$ cat config.mk
export PLATFORM = sky130hd
export DESIGN_NAME = rgb_arbiter
export DESIGN_NICKNAME = d
export VERILOG_FILES = /design/src/rtl/rgb_arbiter.sv
export SDC_FILE = /design/constraint.sdc
export NUM_CORES = 1
export LEC_CHECK = 0
export BUFFER_PORTS_ARGS = -buffer_cell sky130_fd_sc_hd__buf_2
export CAP_MARGIN = 30
export CORE_ASPECT_RATIO = 0.7
export CORE_UTILIZATION = 40
export DETAILED_ROUTE_END_ITERATION = 10
export GPL_TIMING_DRIVEN = 0
export HOLD_SLACK_MARGIN = 0.05
export PLACE_DENSITY = 0.64
export SKIP_LAST_GASP = 1
export SLEW_MARGIN = 0
export SYNTH_ARGS = -nofsm -noshare
export SYNTH_HDL_FRONTEND = slang
export SYNTH_SLANG_ARGS = --single-unit
$ cat constraint.sdc
create_clock -name clk -period 4.18 [get_ports clk]
set_clock_uncertainty 0.2 [all_clocks]
set_input_delay 0.836 -clock clk [delete_from_list [all_inputs] [get_ports clk]]
set_output_delay 0.836 -clock clk [all_outputs]
set_load 0.02 [all_outputs]
$ cat src/rtl/rgb_arbiter.sv
// Round-robin arbiter sharing one active-low RGB LED among N_REQ requesters (show, blank, repeat).
// Optional PWM brightness control is enabled by defining RGB_ARBITER_DIM_EN.
module rgb_arbiter #(
    parameter int unsigned N_REQ = 4,
    parameter int unsigned DWELL = 12000000,
    parameter int unsigned GAP   = 1200000
) (
    input  logic               clk,
    input  logic               rst,
    input  logic [N_REQ-1:0]   req,
    input  logic [3*N_REQ-1:0] color,
`ifdef RGB_ARBITER_DIM_EN
    input  logic [7:0]         bright,
`endif
    output logic [N_REQ-1:0]   grant,
    output logic [N_REQ-1:0]   done,
    output logic               busy,
    output logic               RGB_R,
    output logic               RGB_G,
    output logic               RGB_B
);

    localparam int unsigned MaxCnt = (DWELL > GAP) ? ((DWELL > 2) ? DWELL : 2)
                                                   : ((GAP > 2) ? GAP : 2);
    localparam int unsigned CntW = $clog2(MaxCnt);
    localparam int unsigned PtrW = $clog2(N_REQ);

    typedef enum logic [1:0] {StIdle, StShow, StBlank} state_e;

    state_e           r_state, w_state_next;
    logic [CntW-1:0]  r_cnt, w_cnt_next;
    logic [PtrW-1:0]  r_ptr, w_ptr_next;
    logic [PtrW-1:0]  r_idx, w_idx_next;
    logic [2:0]       r_color, w_color_next;
    logic [N_REQ-1:0] r_grant, w_grant_next;
    logic [N_REQ-1:0] r_done, w_done_next;

    logic             w_any;
    logic [PtrW-1:0]  w_win;
    logic [PtrW:0]    w_j;
    logic             w_on;

    // First requesting index at or after r_ptr, wrapping around.
    always_comb begin
        w_any = 1'b0;
        w_win = '0;
        w_j   = '0;
        for (int unsigned k = 0; k < N_REQ; k++) begin
            w_j = {1'b0, r_ptr} + (PtrW+1)'(k);
            if (w_j >= (PtrW+1)'(N_REQ)) begin
                w_j = w_j - (PtrW+1)'(N_REQ);
            end
            if (!w_any && req[w_j[PtrW-1:0]]) begin
                w_any = 1'b1;
                w_win = w_j[PtrW-1:0];
            end
        end
    end

    always_comb begin
        w_state_next = r_state;
        w_cnt_next   = r_cnt;
        w_ptr_next   = r_ptr;
        w_idx_next   = r_idx;
        w_color_next = r_color;
        w_grant_next = r_grant;
        w_done_next  = '0;
        unique case (r_state)
            StIdle: begin
                if (w_any) begin
                    w_state_next = StShow;
                    w_cnt_next   = '0;
                    w_idx_next   = w_win;
                    w_color_next = color[3*w_win +: 3];
                    w_grant_next = N_REQ'(1) << w_win;
                end
            end
            StShow: begin
                if (r_cnt == CntW'(DWELL - 1)) begin
                    w_done_next[r_idx] = 1'b1;
                    w_grant_next       = '0;
                    w_cnt_next         = '0;
                    w_ptr_next         = (r_idx == PtrW'(N_REQ - 1)) ? '0 : r_idx + 1'b1;
                    w_state_next       = (GAP == 0) ? StIdle : StBlank;
                end else begin
                    w_cnt_next = r_cnt + 1'b1;
                end
            end
            StBlank: begin
                if (r_cnt == CntW'(GAP - 1)) begin
                    w_state_next = StIdle;
                    w_cnt_next   = '0;
                end else begin
                    w_cnt_next = r_cnt + 1'b1;
                end
            end
            default: begin
                w_state_next = StIdle;
                w_grant_next = '0;
            end
        endcase
    end

    always_ff @(posedge clk or posedge rst) begin
        if (rst) begin
            r_state <= StIdle;
            r_cnt   <= '0;
            r_ptr   <= '0;
            r_idx   <= '0;
            r_color <= '0;
            r_grant <= '0;
            r_done  <= '0;
        end else begin
            r_state <= w_state_next;
            r_cnt   <= w_cnt_next;
            r_ptr   <= w_ptr_next;
            r_idx   <= w_idx_next;
            r_color <= w_color_next;
            r_grant <= w_grant_next;
            r_done  <= w_done_next;
        end
    end

`ifdef RGB_ARBITER_DIM_EN
    logic [7:0] r_pwm;

    always_ff @(posedge clk or posedge rst) begin
        if (rst) begin
            r_pwm <= '0;
        end else begin
            r_pwm <= r_pwm + 8'd1;
        end
    end

    assign w_on = (r_state == StShow) && (r_pwm < bright);
`else
    assign w_on = (r_state == StShow);
`endif

    assign grant = r_grant;
    assign done  = r_done;
    assign busy  = (r_state != StIdle);
    assign RGB_R = ~(w_on & r_color[2]);
    assign RGB_G = ~(w_on & r_color[1]);
    assign RGB_B = ~(w_on & r_color[0]);

endmodule

==> out/qor.yml <==
routed_wl_um: 7130
yosysWarnings: 0
setup_viol: 0
powerDensity_nw_per_um2: 508
via_per_inst: 6.02
max-clock-path-buffers: 2
yosys.area_share.simple: 0.248
wire_per_inst_um: 17.7
final_cells: 403
grt_max_degree: 38
path_buf_inv: 4
yosysSeqAreaShare: 0.390
start_util: 0.419
crit_path_cell_trace: "inv_1 > ha_1 > clkbuf_1 > a21oi_2 > and2_1 > clkbuf_1 > buf_2 > o2111ai_1 > nand3_1"
io_buffers: 29
ant_nets: 0
synth.distinct_cells: 45
cts_made_buffers: 5
final_util: 0.475
fmax_mhz: 349
path_class: "reg2reg"
io_pins: 30
synthCells: 288
dp.cells: 396
syn_nets: 315
cp_slowest_stage_delay_ns: 0.53
grt_pass1_wl_um: 11800
post_cts_buffers: 0
slew_viol_final: 0
clock-sinks: 41
synth_area_per_cell_um2: 9.13
synth_seq_cells: 41
max_slew_margin: 0.414
cp_top_family: "buffers and inverters"
muxShareOfSynthArea: 0.0390
cap_viol_max_count: 0
synth_compound_area_frac: 0.210
finalSetupTns_ns: 0
cts-hold-fix-buffers: 0
clk_pin_slew_ns: 0.08
num_vias: 2426
diodes: 0
fin_nets: 352
gr-total-overflow: 0
synthTopCellsByArea: "dfrtp_1, o2111ai_1, o211ai_1"
place.gp.congestion: 0.897
setup.worst_path.end_class: "flip-flop"
area_delta_synth_final_pct: 13.3
rrSetupSlack_ns: 1.31
critPathRequiredTime_ns: 4.21
irDropWorstVdd_v: 0.000307
grt_pass1_vias: 2361
cts.htree.levels: 2
insertion_delay_ns: 0.29
synth-async-reset-ratio: 1.00
die_area_um2: 6910
fillers: 610
clockRootBuffer: "clkbuf_8"
crit_fanout: 10
synth_xor_area_frac: 0.0167
ctsResizeCount: 0
p_leak_nw: 1.31
final_cell_mix: "dfrtp_1, buf_2, nand2_1, nand3_1, nor2_1"
synth_top_area_share: 0.390
grtUsageTotal: 0.217
die_h_um: 69.8
crit_top_cell: "clkbuf_1"
hold_ws_ns: 0.216
drtIter0Drc: 197
outcome: "completed"
tightest_slew_ns: 0.870
synth_area_um2: 2630
start_kind: "flip-flop"
synth_top_family_by_area: "simple AND/OR/NAND/NOR gates"
synth_ff_type: "dfrtp_1"
arrival_ns: 2.90
firstDrtPassIters: 5
core_region_area_um2: 6280
rows: 24
finalPower_mw: 1.51
post-dp-hpwl_um: 5160
critPathSlowestCell: "a21oi_2"
layout-drive-gt1-share: 0.163
rsz0062_at_grt: "false"
final_common_cell: "dfrtp_1"
yosys.area.top_type: "dfrtp_1"
die_x_um: 98.9
hp-class: "in2async"
synth_edf_count: 0
period_minus_slack_ns: 2.87
route.detailed.drc: 0
synthAdderAreaFrac: 0.0428
antenna_found_initial: 0
finalCritPeriodShare: 0.686
cts_tree: "yes"
hold_viol: 0
[stage by stage]
step,setup slack (ns),area [um2]
after floorplan,1.65,2630
after global placement,1.07,2870
after detailed placement,1.04,2890
after CTS,1.35,2980
after global routing,1.12,2980
final,1.31,2980
[registers in the layout, summed over array words and instances, names as in the netlist]
name,flops
r_cnt,24
done,4
grant,4
r_color,3
r_idx,2
r_ptr,2
r_state,2
[final timing paths]
path | endpoint | startpoint | cells after the start
max in group asynchronous | r_color[1] | rst | 3
min in group clk | grant[3] | grant[3] | 1
min | done[1] | rst | 2
max | r_cnt[11] | r_state[0] | 9
max reg2reg | r_cnt[11] | r_state[0] | 9
min reg2reg | grant[3] | grant[3] | 1
[cells by family (layout without fill, tap and decap cells)]
group / Yosys count / count (layout)
and+or+nand+nor: 117 / 117
AOI/OAI and AO/OA: 71 / 71
DFF: 41 / 41
buffers and inverters: 35 / 72
muxes: 10 / 10
adders and majority gates: 9 / 9
xor gates and xnor gates: 5 / 5
[cell type report]
cell class / count / area (um2) / area share
Sequential cell: 41 / 1030 / 0.344
Tap cell: 78 / 97.6 / 0.0328
Multi-Input combinational cell: 212 / 1460 / 0.491
Inverter: 18 / 67.6 / 0.0227
Buffer: 17 / 73.8 / 0.0248
Clock buffer: 7 / 86.3 / 0.0290
Timing Repair Buffer: 30 / 165 / 0.0554
[power by group]
part           internal [mW]  switching [mW]
Clock                  0.131           0.137
Sequential             0.449          0.0453
Combinational          0.213           0.539
[worst reg2reg max path: stages, from the launching register on]
cell and delay, ns:
dfrtp_1 0.40, inv_1 0.09, ha_1 0.19, clkbuf_1 0.18, a21oi_2 0.53, and2_1 0.20, clkbuf_1 0.34, buf_2 0.35
o2111ai_1 0.18, nand3_1 0.15
[synthesized netlist by cell type, types with 2 or more instances]
library cell  instances
nand2_1              27
nor3_1                5
mux2i_1               8
a22oi_1               4
nor2b_1               2
a221oi_1              3
nor4_1                6
xnor2_1               5
inv_1                18
mux2_2                2
o211ai_1             18
nand3_1              20
o2111ai_1            16
o21ai_0               7
and4_1                3
a32o_1                4
ha_1                  9
and3_1                8
a21oi_1               8
dfrtp_1              41
nand2b_1              4
nand4_1               3
clkbuf_1             10
and4b_1               2
and2_1                8
nor2_1               20
a21o_1                2
nor4_4                3
buf_2                 5
or3_1                 2
[metal layers]
metal | routed length [um] | vias to the layer above | GRT usage
li1 | - | 1151 | -
met1 | 3560 | 1156 | 0.338
met2 | 2860 | 111 | 0.299
met3 | 636 | 8 | 0.0474
met4 | 72 | 0 | 0.0531
met5 | 0 | - | 0
Note: power is estimated with default switching activity, not from simulation.
